===== src/rtl/ifetch_queue.sv =====
// Instruction fetch front-end: PC sequencer, 1-cycle synchronous imem interface,
// DEPTH-entry instruction/PC FIFO towards decode, and branch/jump redirect flush.
module ifetch_queue #(
  parameter logic [31:0] RESET_PC = 32'h0000_0000,
  parameter int unsigned DEPTH    = 4
) (
  input  logic        clk,
  input  logic        rst,
  input  logic        redirect_valid,
  input  logic [31:0] redirect_pc,
  output logic        imem_req,
  output logic [31:0] imem_addr,
  input  logic [31:0] imem_rdata,
  output logic        out_valid,
  input  logic        out_ready,
  output logic [31:0] out_instr,
  output logic [31:0] out_pc
);

  localparam int unsigned AW = $clog2(DEPTH);
  localparam int unsigned CW = AW + 1;
  localparam logic [CW:0] DEPTH_OCC = (CW+1)'(DEPTH);

  logic [31:0]   pc_q, pc_d;
  logic [31:0]   req_pc_q;
  logic          inflight_q;
  logic          kill_q;
  logic [AW-1:0] head_q, head_d;
  logic [AW-1:0] tail_q, tail_d;
  logic [CW-1:0] count_q, count_d;
  logic [31:0]   instr_mem_q [DEPTH];
  logic [31:0]   pc_mem_q    [DEPTH];

  logic          push;
  logic          pop;
  logic [CW:0]   occupancy;

  assign imem_addr = pc_q;
  assign out_instr = instr_mem_q[head_q];
  assign out_pc    = pc_mem_q[head_q];

  always_comb begin
    occupancy = {1'b0, count_q} + {{CW{1'b0}}, inflight_q};
    // Credit counts outstanding requests but never a same-cycle pop.
    imem_req  = !rst && !redirect_valid && (occupancy < DEPTH_OCC);
    out_valid = (count_q != '0) && !redirect_valid;
    pop       = out_valid && out_ready;
    push      = inflight_q && !kill_q && !redirect_valid;

    pc_d    = pc_q;
    head_d  = head_q;
    tail_d  = tail_q;
    count_d = count_q;

    if (redirect_valid) begin
      pc_d    = {redirect_pc[31:2], 2'b00};
      head_d  = '0;
      tail_d  = '0;
      count_d = '0;
    end else begin
      if (imem_req) pc_d = pc_q + 32'd4;
      if (push) tail_d = tail_q + AW'(1);
      if (pop)  head_d = head_q + AW'(1);
      case ({push, pop})
        2'b10:   count_d = count_q + CW'(1);
        2'b01:   count_d = count_q - CW'(1);
        default: count_d = count_q;
      endcase
    end
  end

  always_ff @(posedge clk) begin
    if (rst) begin
      pc_q       <= RESET_PC;
      req_pc_q   <= '0;
      inflight_q <= 1'b0;
      kill_q     <= 1'b0;
      head_q     <= '0;
      tail_q     <= '0;
      count_q    <= '0;
      for (int unsigned i = 0; i < DEPTH; i++) begin
        instr_mem_q[i] <= '0;
        pc_mem_q[i]    <= '0;
      end
    end else begin
      pc_q       <= pc_d;
      req_pc_q   <= pc_q;
      inflight_q <= imem_req;
      kill_q     <= redirect_valid;
      head_q     <= head_d;
      tail_q     <= tail_d;
      count_q    <= count_d;
      if (push) begin
        instr_mem_q[tail_q] <= imem_rdata;
        pc_mem_q[tail_q]    <= req_pc_q;
      end
    end
  end

endmodule


===== config.mk =====
export PLATFORM = sky130hd
export DESIGN_NAME = ifetch_queue
export DESIGN_NICKNAME = d
export VERILOG_FILES = /design/src/rtl/ifetch_queue.sv
export SDC_FILE = /design/constraint.sdc
export NUM_CORES = 1
export LEC_CHECK = 0
export ABC_AREA = 1
export BUFFER_PORTS_ARGS = -buffer_cell sky130_fd_sc_hd__buf_2
export CORE_AREA = 2 2 162 164
export DETAILED_ROUTE_END_ITERATION = 12
export DIE_AREA = 0 0 164 166
export PLACE_DENSITY_LB_ADDON = 0.12
export SETUP_SLACK_MARGIN = 0.15
export SKIP_CTS_REPAIR_TIMING = 1
export SLEW_MARGIN = 25
export SYNTH_ARGS = -nofsm -noshare
export SYNTH_HDL_FRONTEND = slang
export SYNTH_SLANG_ARGS = --single-unit
export TNS_END_PERCENT = 5

===== constraint.sdc =====
create_clock -name clk -period 13.65 [get_ports clk]
set_input_delay 2.0475 -clock clk [delete_from_list [all_inputs] [get_ports clk]]
set_output_delay 2.0475 -clock clk [all_outputs]
set_load 0.005 [all_outputs]

==> out/qor_table.md <==
| Group | Result | This run |
| --- | --- | --- |
| outcome | Run status | completed |
| setup path | Critical register-to-register path endpoint | instr_mem_q[0][26]$_SDFFCE_PN0P_ |
| finish | Final std cell area, no fill | 0.0160 sq mm |
| logic synthesis | Yosys Warn Count | 0 |
| logic synthesis | Gate count of the mapped netlist | 1439 |
| grt | Global-route total usage across every layer | 25.1% |
| logic synthesis | Async set-or-reset flop fraction in the synthesized netlist | 0% |
| power and ir drop | Static Leak | 6.59 nW |
| die | Die area | 0.0272 sq mm |
| setup path | Critical path endpoint category | output port |
| die | Initial Util | 54.2% |
| grt | Via count of the first global-routing pass | 10262 |
| power and ir drop | Largest voltage drop on the vdd net | 0.0000811 V |
| sta | Post-Route Skew | 0.0213 ns |
| die | Count of standard-cell rows | 59 |
| sta | Post-route setup TNS | 0 ns |
| clock network | Clock insertion delay at the later pin of the skew report | 0.52 ns |
| setup path | Data arrival time of the critical path | 3.61 ns |
| sta | Hold violation count in the final report | 0 |
| setup path | Critical Path Most Common Cell | buf_2 |
| die | Number of top-level pins | 166 |
| logic synthesis | Number of enable flip-flop cells after synthesis | 248 |
| setup path | Biggest fanout along the worst timing path | 61 |
| setup path | Worst r2r src | inflight_q$_SDFF_PP0_ |
| logic synthesis | Avg Cell Area, Syn | 9.65 sq um |
| clock network | Root buffer cell | clkbuf_16 |
| route | Overall via count from detail_route | 10544 |
| die | Die extent in x | 164 microns |
| route | Via-to-Cell Ratio | 5.46 |
| sta | Transition time at the pin with the least slew margin | 0.909 ns |
| setup path | Worst Path Class, Setup | in2out |
| placed design | Cells after DPL | 1865 |
| clock network | Max H-tree Level | 2 |
| route | Detailed-routing iteration count for the pre-antenna-repair pass | 5 |
| route | Residual DRC | 0 |
| sta | Slew margin rel. | 39.4% |
| job | Total of max-cap violations | 0 |
| logic synthesis | Most used flip-flop cell after synthesis | edfxtp_1 |
| die | Die extent in y | 166 microns |
| min path | Class of the worst hold path | reg2reg |
| logic synthesis | Synthesized cell area | 0.0139 sq mm |
| sta | Final setup fails | 0 |
| grt | Maximum number of pins on one net before global-route repair | 87 |
| min path | Cell count of the worst hold path | 2 |
| finish | Share of post-route cells with drive strength above 1 | 16.9% |
| placed design | Gpl congestion | 0.896 |
| clock network | Sinks on Clock Net | 319 |
| route | Wirelength per Cell | 17.6 microns |
| die | Core Region | 0.0256 sq mm |
| finish | # fillers | 2147 |
| setup path | Cell breakdown of the critical path | buf_2, buf_4, nor2_4, nand3_4, inv_2, buf_2 |
| setup path | Critical path required time | 11.60 ns |
| grt | Wire length of the first global-routing pass | 53.8 mm |
| power and ir drop | Ratio of total power to cell area | 130 mW/mm^2 |
| clock network | Clock Pin Slew Worst Setup and Hold Paths | 0.06 ns |
| finish | Commonest cells after routing, fill and taps aside | nor2_1, edfxtp_1, nand2_1 |
| sta | Final Max Slew Viols | 0 |
| logic synthesis | Yosys cell types | 32 |
| route | Count of antenna-violating nets left after detailed routing | 0 |
| finish | Final instance count without filler cells | 1931 |
| setup path | Critical path startpoint category | input port |
| setup path | Flop2flop setup slack | 10.52 ns |
| sta | Final critical delay including setup and external delays | 5.65 ns |
| placed design | Port bufs | 159 |
| route | DRC marker count from the first detailed-route iteration | 830 |
| grt | Total congestion overflow | 0 |
| setup path | Depth of the most critical reg-to-reg path | 8 |
| clock network | Buffers from clock root to sink, at most | 3 |
| logic synthesis | Number of flip-flops and latches in the synthesized netlist | 319 |
| finish | Number of nets in the layout | 1640 |
| placed design | Area after detailed placement | 0.0149 sq mm |
| sta | Fmax | 177 MHz |
| finish | Most common library cell in the layout ignoring fill and taps | nor2_1 |
| placed design | HPWL Detailed | 19.1 mm |
| grt | Number of antenna violations at the first check in global routing | 0 |
| route | Post-Route WL | 33.9 mm |
| setup path | Worst-path cell with the longest stage delay | inv_2 |
| logic synthesis | Register area share after synthesis | 63.9% |
| sta | Final period utilization | 41.4% |
| finish | Growth of design area from synthesis to finish | 15.2% |
| clock network | CTS Buf Count | 35 |
| sta | RSZ-0062 raised after global routing | no |
| min path | Launch point of the worst hold path | head_q[1]$_SDFFE_PN0P_ |
| finish | Antenna Diode Count | 0 |
| setup path | Critical path's largest stage delay | 0.47 ns |
| clock network | Clock tree from TritonCTS | built |
## report_power, final
| part | internal (mW) | total [mW] | switching, mW | leakage (nW) |
|---|---|---|---|---|
| Sequential | 1.08 | 1.10 | 0.0163 | 3.17 |
| Clock | 0.510 | 0.884 | 0.373 | 0.527 |
| Combinational | 0.0327 | 0.103 | 0.0701 | 2.90 |
| Total | 1.62 | 2.08 | 0.460 | 6.59 |
## synthesized netlist by cell type, types with 2 or more instances
library cell  instances  share of area, %
nand3_4               2              0.25
dfxtp_1              71                10
nand3_1              39               1.4
a31oi_1               6              0.27
nor2_1              365               9.9
o22ai_1              64               2.9
ha_1                  2              0.18
clkbuf_1             50               1.4
inv_2                 3             0.081
nand2_1             179               4.8
nand2_2               6              0.27
a22oi_1               3              0.16
nor2_4                7              0.57
nor2_8                2              0.29
nand2_4               3              0.24
inv_1               137               3.7
o21ai_0             155               5.6
edfxtp_1            248                54
o21ai_1               8              0.29
xor2_1                5              0.32
buf_4                14              0.76
nor2_2               14              0.63
buf_2                19              0.68
a21oi_1              28               1.0
nand4_1               2             0.090
## metrics by stage
stage               power, mW  hold WS (ns)  utilization, %  worst slack [ns]
CTS                      2.09         0.460            62.3              8.01
finish                   2.08         0.455            62.4              8.00
floorplan                1.17         0.436               -              6.08
global placement         1.22         0.448            58.0              8.00
global route             2.14         0.502            62.4              7.93
detailed placement       1.22         0.449            58.0              8.01
## state kept, by name (all words and copies together) (netlist names), named ones only
signal and flops:
head_q 2, pc_mem_q 120, instr_mem_q 128, req_pc_q 30, tail_q 2, count_q 3
imem_addr 30, inflight_q 1, kill_q 1
## routing by layer
metal / vias to the layer above / GRT usage [%] / routed length, microns
met5: - / 0 / 0
met4: 0 / 6.33 / 547
met3: 43 / 4.00 / 2570
met2: 408 / 42.0 / 16400
met1: 5041 / 34.5 / 14400
li1: 5052 / - / -
## critical path: cells and delay by family
kind | cells | cell delay (ns)
and+or+nand+nor | 2 | 0.39
buffers and inverters | 4 | 1.11
## worst max-delay path by stage
| stage | slack [ns] | from | cells past startpoint | endpoint |
|---|---|---|---|---|
| finish | 8.00 | rst | 6 | imem_req |
| global route | 7.93 | rst | 6 | imem_req |
| CTS | 8.01 | rst | 6 | imem_req |
| detailed placement | 8.01 | rst | 6 | imem_req |
| global placement | 8.00 | rst | 6 | imem_req |
| floorplan | 6.08 | redirect_valid | 4 | instr_mem_q[3][0]$_DFFE_PP_ |
## cell families after synthesis
group | after synthesis | share of synthesized area, %
flops | 319 | 63.9
compound gates | 266 | 10.3
fa+ha+maj | 3 | 0.324
other cells | 1 | 0.0270
simple gates | 621 | 18.6
xor+xnor | 5 | 0.315
buf+inv | 224 | 6.60
## cell type report
cell class	instances	area [sq um]	share of cell area (%)
multi-input combinational	899	4150	26.0
clock buffer	50	993	6.21
tap	335	419	2.62
sequential	319	8870	55.5
inverter	140	528	3.30
timing repair buffer	174	941	5.88
clock inverter	14	86.3	0.540
Power figures use the tool's default switching activity.
